## config.mk

```make
export PLATFORM = sky130hd
export DESIGN_NAME = apb_bus
export DESIGN_NICKNAME = d
export VERILOG_FILES = /design/src/rtl/apb_bus_pkg.sv /design/src/rtl/apb_bus_addr_decoder.sv /design/src/rtl/apb_bus.sv
export SDC_FILE = /design/constraint.sdc
export NUM_CORES = 1
export LEC_CHECK = 0
export ABC_AREA = 1
export CAP_MARGIN = 5
export CORE_MARGIN = 4
export CORE_UTILIZATION = 44
export DETAILED_ROUTE_END_ITERATION = 6
export PLACE_DENSITY = 0.85
export SYNTH_ARGS = -nofsm -noshare
export SYNTH_HDL_FRONTEND = slang
export SYNTH_SLANG_ARGS = --single-unit
export TNS_END_PERCENT = 10
```

## constraint.sdc

```tcl
create_clock -name PCLK -period 2.3 [get_ports PCLK]
set_clock_uncertainty 0.15 [all_clocks]
set_input_delay 0.46 -clock PCLK [delete_from_list [all_inputs] [get_ports PCLK]]
set_output_delay 0.46 -clock PCLK [all_outputs]
set_load 0.1 [all_outputs]
```

## src/rtl/apb_bus_pkg.sv

```systemverilog
`default_nettype none
// ============================================================================
//  Module      : apb_bus_pkg
//  Description : Shared types and default widths for the APB master bridge.
//  Revision    : 1.0 - initial release
// ============================================================================
package apb_bus_pkg;

    // Default bridge geometry
    localparam int c_DEF_DATA_WIDTH    = 32;
    localparam int c_DEF_ADDRESS_WIDTH = 4;
    localparam int c_DEF_STRB_WIDTH    = c_DEF_DATA_WIDTH / 8;
    localparam int c_DEF_SLAVES_NUM    = 2;

    // Protocol phase encoding
    typedef enum logic [1:0] {
        ST_IDLE   = 2'd0,
        ST_SETUP  = 2'd1,
        ST_ACCESS = 2'd2
    } apb_state_t;

endpackage : apb_bus_pkg
`default_nettype wire

```

## src/rtl/apb_bus_addr_decoder.sv

```systemverilog
`default_nettype none
// ============================================================================
//  Module      : apb_addr_decoder
//  Description : Turns the slave index field of the address into a one-hot
//                PSEL vector; all-zero when the bus is not selecting.
//  Revision    : 1.0 - initial release
// ============================================================================
module apb_addr_decoder #(
    parameter int SLAVES_NUM = 2,
    parameter int IDX_WIDTH  = $clog2(SLAVES_NUM)
) (
    input  logic                  i_enable,
    input  logic [IDX_WIDTH-1:0]  i_index,
    output logic [SLAVES_NUM-1:0] o_sel
);

    // One comparator per slave line
    generate
        for (genvar gi = 0; gi < SLAVES_NUM; gi++) begin : g_sel
            assign o_sel[gi] = i_enable && (i_index == IDX_WIDTH'(gi));
        end
    endgenerate

endmodule : apb_addr_decoder
`default_nettype wire

```

## src/rtl/apb_bus.sv

```systemverilog
`default_nettype none
// ============================================================================
//  Module      : apb_bus
//  Description : APB4-style master bridge. Runs IDLE/SETUP/ACCESS, decodes the
//                request address into a one-hot PSEL and returns read data and
//                slave error of the last completed transfer.
//  Revision    : 1.0 - initial release
// ============================================================================
module apb_bus
    import apb_bus_pkg::*;
#(
    parameter int DATA_WIDTH    = c_DEF_DATA_WIDTH,
    parameter int ADDRESS_WIDTH = c_DEF_ADDRESS_WIDTH,
    parameter int STRB_WIDTH    = c_DEF_STRB_WIDTH,
    parameter int SLAVES_NUM    = c_DEF_SLAVES_NUM
) (
    input  logic                     PCLK,
    input  logic                     PRESET,
    input  logic                     Transfer,
    input  logic                     IN_WRITE,
    input  logic [ADDRESS_WIDTH-1:0] IN_ADDR,
    input  logic [DATA_WIDTH-1:0]    IN_DATA,
    input  logic [STRB_WIDTH-1:0]    IN_STRB,
    input  logic [DATA_WIDTH-1:0]    PRDATA,
    input  logic                     PREADY,
    input  logic                     PSLVERR,
    output logic [SLAVES_NUM-1:0]    PSEL,
    output logic                     PENABLE,
    output logic                     PWRITE,
    output logic [ADDRESS_WIDTH-1:0] PADDR,
    output logic [DATA_WIDTH-1:0]    PWDATA,
    output logic [STRB_WIDTH-1:0]    PSTRB,
    output logic [DATA_WIDTH-1:0]    OUT_RDATA,
    output logic                     OUT_SLVERR
);

    localparam int c_IDX_WIDTH = $clog2(SLAVES_NUM);

    apb_state_t                r_state;
    apb_state_t                w_state_nxt;
    logic [ADDRESS_WIDTH-1:0]  r_addr;
    logic [DATA_WIDTH-1:0]     r_wdata;
    logic                      r_write;
    logic [STRB_WIDTH-1:0]     r_strb;
    logic [DATA_WIDTH-1:0]     r_rdata;
    logic                      r_slverr;

    logic                      w_access;
    logic                      w_complete;
    logic                      w_selecting;
    logic [ADDRESS_WIDTH-1:0]  w_paddr;
    logic [DATA_WIDTH-1:0]     w_pwdata;
    logic                      w_pwrite;
    logic [STRB_WIDTH-1:0]     w_pstrb;

    assign w_access    = (r_state == ST_ACCESS);
    assign w_complete  = w_access && PREADY;
    assign w_selecting = (r_state != ST_IDLE);

    // Phase register
    always_ff @(posedge PCLK) begin
        if (PRESET) begin
            r_state <= ST_IDLE;
        end else begin
            r_state <= w_state_nxt;
        end
    end

    // Next phase: SETUP always lasts one cycle, ACCESS waits for PREADY
    always_comb begin
        w_state_nxt = r_state;
        case (r_state)
            ST_IDLE:   if (Transfer) w_state_nxt = ST_SETUP;
            ST_SETUP:  w_state_nxt = ST_ACCESS;
            ST_ACCESS: if (PREADY) w_state_nxt = Transfer ? ST_SETUP : ST_IDLE;
            default:   w_state_nxt = ST_IDLE;
        endcase
    end

    // Track the request while not in ACCESS so the bus freezes on entry
    always_ff @(posedge PCLK) begin
        if (PRESET) begin
            r_addr  <= '0;
            r_wdata <= '0;
            r_write <= 1'b0;
            r_strb  <= '0;
        end else if (!w_access) begin
            r_addr  <= IN_ADDR;
            r_wdata <= IN_DATA;
            r_write <= IN_WRITE;
            r_strb  <= IN_WRITE ? IN_STRB : '0;
        end
    end

    // Capture response on the completing edge; writes keep the old read data
    always_ff @(posedge PCLK) begin
        if (PRESET) begin
            r_rdata  <= '0;
            r_slverr <= 1'b0;
        end else if (w_complete) begin
            r_slverr <= PSLVERR;
            if (!r_write) begin
                r_rdata <= PRDATA;
            end
        end
    end

    // Bus fields: live request outside ACCESS, held copy during ACCESS
    always_comb begin
        w_paddr  = IN_ADDR;
        w_pwdata = IN_DATA;
        w_pwrite = IN_WRITE;
        w_pstrb  = IN_WRITE ? IN_STRB : '0;
        if (w_access) begin
            w_paddr  = r_addr;
            w_pwdata = r_wdata;
            w_pwrite = r_write;
            w_pstrb  = r_strb;
        end
    end

    apb_addr_decoder #(
        .SLAVES_NUM (SLAVES_NUM),
        .IDX_WIDTH  (c_IDX_WIDTH)
    ) u_decoder (
        .i_enable (w_selecting),
        .i_index  (w_paddr[ADDRESS_WIDTH-1 -: c_IDX_WIDTH]),
        .o_sel    (PSEL)
    );

    assign PENABLE    = w_access;
    assign PADDR      = w_paddr;
    assign PWDATA     = w_pwdata;
    assign PWRITE     = w_pwrite;
    assign PSTRB      = w_pstrb;
    assign OUT_RDATA  = r_rdata;
    assign OUT_SLVERR = r_slverr;

endmodule : apb_bus
`default_nettype wire

```

# ---- Yosys cells after proc, flatten, opt, wreduce, memory -nomap -nowiden
# Cells that the tools add are included.
dict set report totals {
  elab_cells 29
  out_inout_bits 77
  regBits 76
  in_bits 78
}
dict set report op_classes {
  n_reduce_logical 7
  eq_ne 4
  n_mux 9
  bitwise 2
}
# op count
set op_table {}
lappend op_table {{$mux W32} 1}
lappend op_table {{$mux W4} 3}
lappend op_table {{$pmux W2 S3} 1}
lappend op_table {{$mux W2} 2}
lappend op_table {{$ne A2 B2 Y1 const B} 2}
lappend op_table {{$reduce_and A2 Y1} 2}
lappend op_table {{$logic_and A1 B1 Y1} 3}
lappend op_table {{$eq A2 B1 Y1 const B} 1}
lappend op_table {{$eq A2 B2 Y1 const B} 1}
lappend op_table {{$logic_not A2 Y1} 1}
lappend op_table {{$mux W1} 2}
lappend op_table {{$not A1 Y1} 2}
lappend op_table {{$reduce_bool A2 Y1} 1}

# ---- Longest topological paths before layout
dict set report logic_depth {
  word_depth 4
  mapped_depth 6
  mapped_depth_nobuf 6
}

# ---- By module
# A second synthesis with hierarchy kept.
dict set report unflattened {
  hier_cells 489
  area_unflattened_um2 3281.9
}
# mod seq_area_each_um2 n_inst area_each_um2 cells_per_inst
set by_module_without_submodules {}
lappend by_module_without_submodules {apb_bus 1521.5 1 3264.4 485}
lappend by_module_without_submodules {apb_addr_decoder 0.0 1 17.5 4}

# ---- Worst setup path after synthesis
# Ideal clock, no wire load.
dict set report synth_path {
  path_kind {register -> output}
  startpoint {reg r_state[0]}
  endpoint {out PSEL[0]}
  stages_incl_launch_ff 6
  slack_ns -0.405
  t_arrival_ns 2.095
  required_ns 1.690
  path_buffers 0
  path_cell_list {dfxtp_1 -> inv_2 -> nand2_2 -> o21ai_0 -> inv_1 -> nor2_1}
}
dict set report synth_via {
  elab_chain_cells 4
  word_cells_on_any_way 5
  classes_between {eq/ne (1); mux (1); bitwise (1); reduce/logical (2)}
}
# item line_no
set synth_rtl {}
lappend synth_rtl {{from (decl)} apb_bus.sv:39} ;# apb_state_t r_state;
lappend synth_rtl {{from (signal assigned)} apb_bus.sv:65} ;# r_state <= w_state_nxt;
lappend synth_rtl {{$eq A2 B2 Y1} apb_bus.sv:56} ;# assign w_access = (r_state == ST_ACCESS);
lappend synth_rtl {{$mux W4} n/a}
lappend synth_rtl {{net u_decoder.i_index} apb_bus_addr_decoder.sv:13} ;# input logic [IDX_WIDTH-1:0] i_index,
lappend synth_rtl {{$not A1 Y1} apb_bus_addr_decoder.sv:20} ;# assign o_sel[gi] = i_enable && (i_index == IDX_WIDTH'(gi));
lappend synth_rtl {{$logic_and A1 B1 Y1} apb_bus_addr_decoder.sv:20}
lappend synth_rtl {{to (decl)} apb_bus.sv:27} ;# output logic [SLAVES_NUM-1:0] PSEL,
# The timed path passes the listed nets, and every way through them passes these cells.

# ---- Worst setup path after layout
dict set report layout_path {
  startpoint {reg r_state[0]}
  endpoint {out PWDATA[23]}
}
dict set report layout_via {
  elab_chain_cells 2
}
# item line_no
set layout_rtl {}
lappend layout_rtl {{$eq A2 B2 Y1} apb_bus.sv:56}
lappend layout_rtl {{$mux W32} n/a}
lappend layout_rtl {{to (decl)} apb_bus.sv:31} ;# output logic [DATA_WIDTH-1:0] PWDATA,
# Every way passes these cells.

==> results.tsv <==
stage	metric	value	unit
clock_tree	Root Driver	clkbuf_8	
yosys	mux cell area share after synthesis	0	%
power	Leak	2.85	nW
floorplanning	row count	31	
yosys	Netlist cell types	15	
layout	flip-flop and latch area	1520	µm²
timing	Max Slew Vio Count	0	
layout	Finished Cell Area	5570	µm²
critical_path	Worst Setup Start Kind	flop	
layout	P&R area growth vs syn	70.5	%
grt	total track usage	21.5	%
timing	Slew headroom	76.5	%
drt	Initial DRT Pass Iterations	4	
clock_tree	htree depth	3	
outcome	status	complete, no violations	
yosys	Synth Area in Simple Gates	29.2	%
yosys	Post-Syn Nets	566	
floorplanning	I/O pins	155	
layout	Finished Core Util	76.8	%
layout	layout cells sized above 1	17.6	%
clock_tree	CTS Hold Bufs	0	
floorplanning	Die ar.	8870	µm²
timing	Tmin final	2.24	ns
critical_path	Worst setup EP type	primary output	
critical_path	Setup CP Type	reg2out	
yosys	Mapped Avg Cell Area	6.70	µm²
power	pwr dens	741	nW/µm²
drt	Avg WL per Cell	12.9	µm
place	placed standard-cell area	5250	µm²
layout	Fillers	523	
job	max_cap viols	0	
timing	fmax	447	MHz
grt	total gr overflow	0	
place	hpwl dp	7170	µm
critical_path	critical path required time	1.69	ns
clock_tree	clock-pin slew on the worst setup and hold paths	0.07	ns
timing	final hold vios	0	
critical_path	CP max FO	24	
drt	initial DRC count	73	
grt	vias in the first global route	3344	
drt	vias per inst	4.62	
grt	first-pass GRT wire length	15100	µm
yosys	compound-gate portion of the synthesized area	6.74	%
floorplanning	Initial Util	45.1	%
timing	Tightest Pin Transition	0.353	ns
clock_tree	# clock sinks	76	
clock_tree	CTS tree	done	
yosys	FF+latch count, synth	76	
worst_hold_path	worst hold path class	reg2reg	
floorplanning	die height	94.2	µm
drt	Final ANT Viol Nets	0	
yosys	Yosys Warn Count	0	
floorplanning	area of the core	7250	µm²
yosys	Post-Syn Area	3270	µm²
floorplanning	Chip Width	94.2	µm
drt	DRC viols	0	
yosys	register area share after synthesis	46.6	%
timing	Setup-failing EPs final	0	
layout	Inserted Diodes	0	
clock_tree	CTS Buffer Depth	2	
yosys	Mapped Cells	488	
place	Routability Congestion	0.783	
timing	RSZ-0062 raised after global routing	yes	
clock_tree	worst-skew pair later-pin latency	0.33	ns
critical_path	crit path DAT	1.63	ns
clock_tree	number of buffers created by CTS	9	
drt	Vias	3428	
power	IR drop worst, VDD	0.533	mV
drt	Routed WL	9570	µm
grt	initial antenna violation count	0	
place	Port Buffers	154	
timing	period utilisation layout	97.3	%
timing	setup TNS	0	ns
yosys	xor/xnor cell area share of the yosys netlist	0	%
layout	Multi-input gate area	1180	µm²
yosys	largest family of logic cells by synthesized area	simple AND/OR/NAND/NOR gates	
power	Power, Total	4.13	mW
yosys	Synth Area in Adders	0	%
grt	largest net degree at the start of global routing	42	
layout	Final #Nets	716	
routing by layer:
layer / track usage [%] / wire length (µm)
met1: 22.3 / 3430
met2: 38.2 / 4800
met3: 10.0 / 1220
met4: 6.98 / 125
met5: 0 / 0
cell type report:
type                       instances  area share [%]
sequential                        76            27.3
tap                               99            2.22
clock buffer                      12            2.60
multi-input combinational        271            21.2
inverter                         111            7.48
clock inverter                     4            2.16
timing repair buffer             169            37.0
through the flow:
stage / setup slack, ns / std cells / hold WS (ns)
after floorplan: -0.280 / 488 / 0.303
after global placement: 0.105 / 721 / 0.314
after detailed placement: 0.0752 / 721 / 0.326
after CTS: 0.00859 / 737 / 0.341
after global routing: -0.0251 / 742 / 0.355
final: 0.0617 / 742 / 0.336
where the power goes:
part	switching [mW]	internal, mW
Sequential	0.0280	1.39
Combinational	0.905	0.485
Clock	0.467	0.862
final timing paths:
check,to,start,slack (ns),depth (start not counted)
setup / recovery,PWDATA[23],r_state[0],0.06,7
hold / removal,r_strb[1],r_strb[1],0.34,2
setup reg to reg,OUT_RDATA[25],r_state[1],0.63,7
hold reg to reg,r_strb[1],r_strb[1],0.34,2
cells in the mapped netlist (all sizes together):
| cell type | count | share of area (%) |
|---|---|---|
| a21oi | 8 | 1.2 |
| buf | 22 | 3.9 |
| clkbuf | 8 | 0.92 |
| dfxtp | 76 | 47 |
| inv | 111 | 13 |
| nand2 | 86 | 10 |
| nand3 | 3 | 0.46 |
| nand4 | 32 | 6.1 |
| nor2 | 106 | 13 |
| o21ai | 36 | 5.5 |
cell families after synthesis:
family,after synthesis
AOI/OAI and AO/OA,44
buffers and inverters,141
DFF,76
and+or+nand+nor,227
flip-flops by register name, indices dropped and copies added (netlist names):
register,count
OUT_RDATA,32
r_wdata,32
r_addr,4
r_strb,4
r_state,2
OUT_SLVERR,1
r_write,1
timing repair:
| item | in CTS | in global routing |
|---|---|---|
| endpoints found under the setup margin | 34 | 30 |
| buffers inserted | 0 | 5 |
| pin swaps | 0 | 1 |
| resized for setup | 9 | 19 |
worst max-delay path, cell delays in order (launching register included):
cell     delay (ns)
dfxtp_2        0.39
inv_2          0.07
nand2_4        0.12
buf_6          0.20
nand2_1        0.09
o21ai_0        0.12
inv_1          0.12
buf_12         0.18
layout by cell type, fill, tap and decap left out:
cell type	n
nand4_1	32
nor2_2	2
o21ai_0	14
dfxtp_1	75
nand3_1	3
buf_4	42
nand2_1	85
inv_1	110
nor2_4	2
a21oi_1	8
bufinv_16	4
clkbuf_1	2
dfxtp_2	1
buf_12	47
inv_2	1
buf_6	3
clkbuf_8	10
clkdlybuf4s50_1	77
nand2_4	1
nor2_1	102
o21ai_1	22
Power figures use the tool's default switching activity.
